[src/rtl/uart_pkg.sv]
// Shared UART definitions: transmitter FSM state encoding, a ceiling-log2 helper
// and the bit-period divider math. Imported by both the transmit and receive paths
// so that both ends derive the same clocks-per-bit from the same parameters.
package uart_pkg;

  typedef enum logic [1:0] {
    StIdle  = 2'd0,
    StStart = 2'd1,
    StData  = 2'd2,
    StStop  = 2'd3
  } tx_state_e;

  // Smallest r such that 2**r >= value.
  function automatic int unsigned clog2(input int unsigned value);
    int unsigned result;
    result = 0;
    for (int i = 0; i < 32; i++) begin
      if ((64'd1 << i) < 64'(value)) result = i + 1;
    end
    return result;
  endfunction

  // Clocks per serial bit; callers must keep the result >= 2.
  function automatic int unsigned calc_div(input int unsigned clk_hz,
                                           input int unsigned sclk_hz);
    return clk_hz / sclk_hz;
  endfunction

  // Width of a counter that runs 0..n-1 (at least one bit).
  function automatic int unsigned cnt_width(input int unsigned n);
    return (n < 2) ? 1 : clog2(n);
  endfunction

endpackage

[src/rtl/uart_tx_fifo_if.sv]
// Host-side bundle of the buffered UART transmitter.
//   we, data_tx          : write strobe and byte to enqueue (host -> transmitter)
//   full, empty, count   : FIFO status (transmitter -> host)
//   overflow             : sticky dropped-write flag
//   busy                 : frame in flight or FIFO non-empty
//   txd                  : serial line, idle high
// master = host side, slave = transmitter side.
interface uart_tx_fifo_if #(
  parameter int unsigned WIDTH = 8,
  parameter int unsigned DEPTH = 4
) ();

  logic             we;
  logic [WIDTH-1:0] data_tx;
  logic             full;
  logic             empty;
  logic [DEPTH:0]   count;
  logic             overflow;
  logic             busy;
  logic             txd;

  modport master (
    output we, data_tx,
    input  full, empty, count, overflow, busy, txd
  );

  modport slave (
    input  we, data_tx,
    output full, empty, count, overflow, busy, txd
  );

endinterface

[src/rtl/fifo_sync.sv]
// Synchronous FIFO with 2**DEPTH entries and a registered, first-word-available
// read port: dout always holds the head entry whenever empty is low.
//   clk, reset : clock, asynchronous active-high reset
//   we, din    : push request and data (ignored while full)
//   re         : pop request (ignored while empty)
//   dout       : head entry
//   full/empty : registered occupancy flags
//   count      : registered occupancy, 0..2**DEPTH
module fifo_sync #(
  parameter int unsigned WIDTH = 8,
  parameter int unsigned DEPTH = 4
) (
  input  logic             clk,
  input  logic             reset,
  input  logic             we,
  input  logic [WIDTH-1:0] din,
  input  logic             re,
  output logic [WIDTH-1:0] dout,
  output logic             full,
  output logic             empty,
  output logic [DEPTH:0]   count
);

  localparam int unsigned Entries = 1 << DEPTH;
  localparam logic [DEPTH:0] PtrOne    = (DEPTH + 1)'(1);
  localparam logic [DEPTH:0] FullCount = (DEPTH + 1)'(Entries);

  logic [WIDTH-1:0] mem_q [Entries];
  logic [DEPTH:0]   wr_ptr_q, wr_ptr_d;
  logic [DEPTH:0]   rd_ptr_q, rd_ptr_d;
  logic [DEPTH:0]   count_q, count_d;
  logic [WIDTH-1:0] dout_q, dout_d;
  logic             full_q, empty_q;
  logic             push, pop;

  // Flags are last cycle's registered values, so a push while full is dropped even
  // if a pop happens in the same cycle.
  assign push = we && !full_q;
  assign pop  = re && !empty_q;

  always_comb begin
    wr_ptr_d = push ? wr_ptr_q + PtrOne : wr_ptr_q;
    rd_ptr_d = pop  ? rd_ptr_q + PtrOne : rd_ptr_q;
    count_d  = wr_ptr_d - rd_ptr_d;
    // When the next head is the slot being written this cycle, memory does not hold
    // it yet, so forward din.
    if (push && (rd_ptr_d[DEPTH-1:0] == wr_ptr_q[DEPTH-1:0])) begin
      dout_d = din;
    end else begin
      dout_d = mem_q[rd_ptr_d[DEPTH-1:0]];
    end
  end

  always_ff @(posedge clk) begin
    if (push) mem_q[wr_ptr_q[DEPTH-1:0]] <= din;
  end

  always_ff @(posedge clk or posedge reset) begin
    if (reset) begin
      wr_ptr_q <= '0;
      rd_ptr_q <= '0;
      count_q  <= '0;
      dout_q   <= '0;
      full_q   <= 1'b0;
      empty_q  <= 1'b1;
    end else begin
      wr_ptr_q <= wr_ptr_d;
      rd_ptr_q <= rd_ptr_d;
      count_q  <= count_d;
      dout_q   <= dout_d;
      full_q   <= (count_d == FullCount);
      empty_q  <= (count_d == '0);
    end
  end

  assign dout  = dout_q;
  assign full  = full_q;
  assign empty = empty_q;
  assign count = count_q;

endmodule

[src/rtl/uart_tx_fifo.sv]
// Buffered 8N1 UART transmitter. Bytes pushed through the bus interface are queued
// in fifo_sync and serialized LSB-first, one bit per CLK_HZ/SCLK_HZ clocks.
//   clk, reset : system clock, asynchronous active-high reset
//   bus        : uart_tx_fifo_if.slave (we, data_tx in; full, empty, count,
//                overflow, busy, txd out). All outputs are registered.
module uart_tx_fifo
  import uart_pkg::*;
#(
  parameter int unsigned CLK_HZ  = 50000000,
  parameter int unsigned SCLK_HZ = 5000000,
  parameter int unsigned WIDTH   = 8,
  parameter int unsigned DEPTH   = 4
) (
  input logic           clk,
  input logic           reset,
  uart_tx_fifo_if.slave bus
);

  localparam int unsigned Div  = calc_div(CLK_HZ, SCLK_HZ);
  localparam int unsigned CntW = cnt_width(Div);
  localparam int unsigned IdxW = cnt_width(WIDTH);
  localparam logic [CntW-1:0] CntLast = CntW'(Div - 1);
  localparam logic [CntW-1:0] CntOne  = CntW'(1);
  localparam logic [IdxW-1:0] IdxLast = IdxW'(WIDTH - 1);
  localparam logic [IdxW-1:0] IdxOne  = IdxW'(1);

  logic [WIDTH-1:0] fifo_dout;
  logic             fifo_full;
  logic             fifo_empty;
  logic [DEPTH:0]   fifo_count;
  logic             fifo_re;
  logic             push_ok;

  tx_state_e        state_q;
  logic [CntW-1:0]  cnt_q;
  logic [IdxW-1:0]  idx_q;
  logic [WIDTH-1:0] shift_q;
  logic             txd_q;
  logic             busy_q;
  logic             overflow_q;

  assign fifo_re = (state_q == StIdle) && !fifo_empty;
  assign push_ok = bus.we && !fifo_full;

  fifo_sync #(
    .WIDTH (WIDTH),
    .DEPTH (DEPTH)
  ) u_fifo (
    .clk   (clk),
    .reset (reset),
    .we    (bus.we),
    .din   (bus.data_tx),
    .re    (fifo_re),
    .dout  (fifo_dout),
    .full  (fifo_full),
    .empty (fifo_empty),
    .count (fifo_count)
  );

  // busy is set from the next-state view: it follows whether the FSM leaves IDLE
  // and whether the FIFO will hold anything after this edge.
  always_ff @(posedge clk or posedge reset) begin
    if (reset) begin
      state_q    <= StIdle;
      cnt_q      <= '0;
      idx_q      <= '0;
      shift_q    <= '0;
      txd_q      <= 1'b1;
      busy_q     <= 1'b0;
      overflow_q <= 1'b0;
    end else begin
      if (bus.we && fifo_full) overflow_q <= 1'b1;

      unique case (state_q)
        StIdle: begin
          cnt_q <= '0;
          idx_q <= '0;
          txd_q <= 1'b1;
          if (!fifo_empty) begin
            shift_q <= fifo_dout;
            state_q <= StStart;
            txd_q   <= 1'b0;
            busy_q  <= 1'b1;
          end else begin
            busy_q <= push_ok;
          end
        end
        StStart: begin
          if (cnt_q == CntLast) begin
            cnt_q   <= '0;
            state_q <= StData;
            txd_q   <= shift_q[0];
          end else begin
            cnt_q <= cnt_q + CntOne;
          end
        end
        StData: begin
          if (cnt_q == CntLast) begin
            cnt_q <= '0;
            if (idx_q == IdxLast) begin
              state_q <= StStop;
              txd_q   <= 1'b1;
            end else begin
              idx_q   <= idx_q + IdxOne;
              shift_q <= shift_q >> 1;
              txd_q   <= shift_q[1];
            end
          end else begin
            cnt_q <= cnt_q + CntOne;
          end
        end
        StStop: begin
          if (cnt_q == CntLast) begin
            cnt_q   <= '0;
            state_q <= StIdle;
            busy_q  <= !fifo_empty || push_ok;
          end else begin
            cnt_q <= cnt_q + CntOne;
          end
        end
        default: state_q <= StIdle;
      endcase
    end
  end

  assign bus.full     = fifo_full;
  assign bus.empty    = fifo_empty;
  assign bus.count    = fifo_count;
  assign bus.overflow = overflow_q;
  assign bus.busy     = busy_q;
  assign bus.txd      = txd_q;

endmodule
[src/flat_wrapper.sv]
// flat-port wrapper written by rule: the top's interface ports become plain ports
module uart_tx_fifo_flat import uart_pkg::*;
#(
  parameter int unsigned CLK_HZ  = 50000000,
  parameter int unsigned SCLK_HZ = 5000000,
  parameter int unsigned WIDTH   = 8,
  parameter int unsigned DEPTH   = 4
)
  (clk, reset, bus_we, bus_data_tx, bus_full, bus_empty, bus_count, bus_overflow, bus_busy, bus_txd);
  uart_tx_fifo_if #(.WIDTH(WIDTH), .DEPTH(DEPTH)) bus_i ();
  input logic clk;
  input logic reset;
  input wire logic [$bits(bus_i.we)-1:0] bus_we;
  input wire logic [$bits(bus_i.data_tx)-1:0] bus_data_tx;
  output wire logic [$bits(bus_i.full)-1:0] bus_full;
  output wire logic [$bits(bus_i.empty)-1:0] bus_empty;
  output wire logic [$bits(bus_i.count)-1:0] bus_count;
  output wire logic [$bits(bus_i.overflow)-1:0] bus_overflow;
  output wire logic [$bits(bus_i.busy)-1:0] bus_busy;
  output wire logic [$bits(bus_i.txd)-1:0] bus_txd;
  assign bus_i.we = bus_we;
  assign bus_i.data_tx = bus_data_tx;
  assign bus_full = bus_i.full;
  assign bus_empty = bus_i.empty;
  assign bus_count = bus_i.count;
  assign bus_overflow = bus_i.overflow;
  assign bus_busy = bus_i.busy;
  assign bus_txd = bus_i.txd;
  uart_tx_fifo #(.CLK_HZ(CLK_HZ), .SCLK_HZ(SCLK_HZ), .WIDTH(WIDTH), .DEPTH(DEPTH)) u_core (.clk(clk), .reset(reset), .bus(bus_i));
endmodule
[config.mk]
export PLATFORM = sky130hd
export DESIGN_NAME = uart_tx_fifo_flat
export DESIGN_NICKNAME = d
export VERILOG_FILES = /design/src/rtl/uart_pkg.sv /design/src/rtl/uart_tx_fifo_if.sv /design/src/rtl/fifo_sync.sv /design/src/rtl/uart_tx_fifo.sv /design/src/flat_wrapper.sv
export SDC_FILE = /design/constraint.sdc
export NUM_CORES = 1
export LEC_CHECK = 0
export CAP_MARGIN = 20
export CORE_ASPECT_RATIO = 1.2
export CORE_MARGIN = 2
export CORE_UTILIZATION = 62
export CTS_CLUSTER_DIAMETER = 200
export DETAILED_ROUTE_END_ITERATION = 7
export PLACE_DENSITY = 0.8
export SLEW_MARGIN = 5
export SYNTH_ARGS = -nofsm -noshare
export SYNTH_HDL_FRONTEND = slang
export SYNTH_HIERARCHICAL = 1
export SYNTH_SLANG_ARGS = --single-unit
[constraint.sdc]
create_clock -name clk -period 4 [get_ports clk]
set_clock_uncertainty 0.1 [all_clocks]
set_input_delay 1 -clock clk [delete_from_list [all_inputs] [get_ports clk]]
set_output_delay 1 -clock clk [all_outputs]
set_load 0.1 [all_outputs]
==> impl_metrics.json <==
{
  "status": "completed",
  "crit_type": "register to register",
  "portBuffers": 20,
  "num_vias": 5371,
  "reg2reg_depth": 14,
  "hold_path.class": "register to register",
  "wire_per_inst_um": 21.8,
  "route.detailed.drc": 0,
  "ys.flop_type": "edfxtp_1",
  "synth-simple-area-share": 0.115,
  "power.total_w": 0.00517,
  "met1_length_um": 7220,
  "area_growth_pct": 12.9,
  "synthAdderAreaFrac": 0.0275,
  "fin_nets": 689,
  "multiInputGateArea_um2": 2890,
  "ios": 21,
  "htree_levels": 4,
  "antennaDiodeCount": 0,
  "critPathCaptureType": "register",
  "fin_crit_ps": 3760,
  "seqCellArea_um2": 4970,
  "cts-root-buf": "clkbuf_16",
  "yosysWarnings": 6,
  "setup_tns_ps": 0,
  "synth_top_family_by_area": "simple AND/OR/NAND/NOR gates",
  "holdPathEnd": "u_core/bus.overflow$_DFFE_PP0P_",
  "drive_above_1_share": 0.135,
  "cts_tree": "done",
  "core_area_um2": 12700,
  "grt_max_degree": 65,
  "clock_latency_ps": 430,
  "finalHoldViolations": 0,
  "synth_cell_types": 61,
  "grt-ovfl-total": 0,
  "worst_ep_arrival_time_ps": 4020,
  "row_count": 45,
  "maxCapViolations": 0,
  "top_layer": "met4",
  "track_usage": 0.277,
  "synth_cells": 630,
  "regToRegSetupSlack_ps": 240,
  "yosysSeqAreaShare": 0.614,
  "vias_per_cell": 6.41,
  "place.gp.congestion": 0.915,
  "dr_wl_met3_um": 1180,
  "worst_slew_pin_slew_ps": 978,
  "cts_hold_buf": 0,
  "drv_slew": 0,
  "first_global_vias": 5390,
  "post_cts_buffers": 0,
  "synth_xor_area_frac": 0.0210,
  "wl_met2_um": 9300,
  "grt_antenna_before_repair": 0,
  "first_iter_violations": 622,
  "fill_cells": 844,
  "crit_path_start_kind": "register",
  "place_inst": 804,
  "synth-edff-count": 128,
  "fmax_mhz": 266,
  "r2r-end": "u_core/u_fifo/empty$_DFF_PP1_",
  "grt_setup_unrepaired": "false",
  "cts_made_buffers": 17,
  "r2r_start": "u_core/state_q[0]$_DFFE_PP0P_",
  "critPathRequiredTime_ps": 4270,
  "layoutNonFillerInstCount": 838,
  "dieArea_um2": 14000,
  "dieWidth_um": 108,
  "grt_pass1_wl_um": 28400,
  "ys_ff_latch": 173,
  "start_util": 0.636,
  "clk_pin_slew_worst_paths_ps": 60,
  "postSynthNetCount": 658,
  "whs_ps": 362,
  "relSlewSlack": 0.345,
  "setup_viol": 0,
  "period_share": 0.939,
  "async_reset_ff_frac": 0.260,
  "post_synth.cell_area_avg_um2": 12.9,
  "ant_nets": 0,
  "hpwl_um": 12000,
  "routed_wl_um": 18300,
  "power_leakage_nw": 3.31,
  "p_per_area_nw_per_um2": 565,
  "synthMuxAreaShare": 0.0771,
  "peakVddDrop_mv": 0.547,
  "drt_first_pass_iters": 5,
  "holdCritStartpoint": "u_core/bus.overflow$_DFFE_PP0P_",
  "clock-sinks": 173,
  "synth_area_um2": 8100,
  "die_h_um": 129,
  "cts_buffer_depth": 2,
  "synth_compound_area_frac": 0.113,
  "min_path_cells": 1,
  "crit_fanout": 12
}
[flip-flops by register name, summed over array words and instances, names as in the netlist]
signal / flops
u_core/u_fifo/mem_q: 128
u_core/shift_q: 8
u_core/u_fifo/dout: 8
u_core/u_fifo/count: 5
u_core/u_fifo/rd_ptr_q: 5
u_core/u_fifo/wr_ptr_q: 5
u_core/cnt_q: 4
u_core/idx_q: 3
u_core/state_q: 2
u_core/bus.busy: 1
u_core/bus.overflow: 1
u_core/bus.txd: 1
u_core/u_fifo/empty: 1
u_core/u_fifo/full: 1
[how the worst max path moves through the flow]
stage                                  startpoint                            end  slack (ps)  cells past startpoint
floorplan           u_core/u_fifo/empty$_DFF_PP1_  u_core/u_fifo/empty$_DFF_PP1_         780                     12
global placement    u_core/state_q[0]$_DFFE_PP0P_  u_core/u_fifo/empty$_DFF_PP1_         210                     13
detailed placement  u_core/state_q[0]$_DFFE_PP0P_  u_core/u_fifo/empty$_DFF_PP1_          60                     14
CTS                 u_core/state_q[0]$_DFFE_PP0P_  u_core/u_fifo/empty$_DFF_PP1_         230                     14
global route        u_core/state_q[0]$_DFFE_PP0P_  u_core/u_fifo/empty$_DFF_PP1_          40                     14
finish              u_core/state_q[0]$_DFFE_PP0P_  u_core/u_fifo/empty$_DFF_PP1_         240                     14
[layout by cell type, fill, tap and decap left out, types with 4 or more instances in the layout]
| cell | count |
|---|---|
| nand3b_1 | 13 |
| inv_1 | 18 |
| nor3_1 | 28 |
| o21ai_0 | 13 |
| nand3_1 | 7 |
| a22oi_1 | 9 |
| clkdlybuf4s50_1 | 19 |
| a211oi_1 | 8 |
| a21oi_1 | 39 |
| a21o_1 | 4 |
| ha_1 | 17 |
| xnor2_1 | 8 |
| mux2_2 | 19 |
| a222oi_1 | 8 |
| edfxtp_1 | 128 |
| nand2b_1 | 37 |
| dfrtp_1 | 43 |
| nor2_1 | 20 |
| mux2i_1 | 41 |
| a221oi_1 | 24 |
| clkbuf_16 | 18 |
| nand2_1 | 60 |
| a31oi_1 | 10 |
| buf_4 | 20 |
[cell type report]
cell class	count	area share
multi-input combinational	405	0.316
sequential	173	0.544
tap	164	0.0224
timing repair buffer	42	0.0423
inverter	22	0.00944
clock inverter	8	0.0114
clock buffer	24	0.0550
[metal layers]
layer / GRT usage / up-vias
met3: 0.0548 / 42
li1: - / 2427
met4: 0.118 / 0
met2: 0.478 / 238
met1: 0.340 / 2664
met5: 0 / -
[cell usage after synthesis, drive strengths merged, types with 2 or more instances]
master,n,share of area
edfxtp,128,0.47
nand2,61,0.029
dfrtp,43,0.13
mux2i,41,0.051
a21oi,39,0.024
nand2b,37,0.029
nor3,28,0.017
a221oi,24,0.026
buf,21,0.017
inv,20,0.0093
nor2,20,0.0093
mux2,19,0.026
ha,17,0.026
o21ai,14,0.0087
nand3b,13,0.012
a31oi,11,0.010
clkbuf,10,0.0046
xnor2,10,0.014
a211oi,9,0.0099
a22oi,9,0.0083
a222oi,8,0.0099
nand3,8,0.0065
a21o,4,0.0037
o211ai,3,0.0028
or2,3,0.0023
xor2,3,0.0042
clkinv,2,0.00093
dfstp,2,0.0065
nand4,2,0.0015
nor2b,2,0.0015
o21a,2,0.0019
o31ai,2,0.0025
[power by group]
| group | internal [W] | total, W | switching (W) |
|---|---|---|---|
| Sequential | 0.00218 | 0.00229 | 0.000118 |
| Combinational | 0.000361 | 0.00122 | 0.000855 |
| Clock | 0.00101 | 0.00165 | 0.000645 |
| Total | 0.00355 | 0.00517 | 0.00162 |
[logic make-up (layout without fill, tap and decap cells)]
family          count (synthesis)  in the layout
simple gates                  182            182
flops                         173            173
compound gates                130            130
mux                            60             60
buf+inv                        53             96
fa+ha+maj                      18             18
xor+xnor                       14             15
[metrics by stage]
step | utilization | worst slack [ps] | area (µm²)
2_1_floorplan | - | 778 | 8100
3_3_place_gp | 0.667 | 208 | 8490
3_5_place_dp | 0.668 | 60.8 | 8500
4_1_cts | 0.717 | 231 | 9130
5_1_grt | 0.719 | 44.9 | 9140
6_report | 0.719 | 243 | 9140
[critical path, cell delays in order (launching register included)]
cell and delay, ps:
dfrtp_1 410, inv_1 140, ha_1 240, inv_1 100, nor2_1 240, nor2b_2 460
xnor2_4 350, clkinvlp_4 430, ha_1 280, inv_1 80, ha_1 140, a21o_1 130
xnor2_1 110, nand4b_1 210, o21ba_2 270
[repair_timing]
item                                    4_1_cts  5_1_grt
endpoints found under the setup margin        1        1
pin swaps                                     1        0
hold endpoints to repair                      0        0
gates cloned                                  1        0
gates resized for setup                       0        2
(Power assumes the default switching activity.)
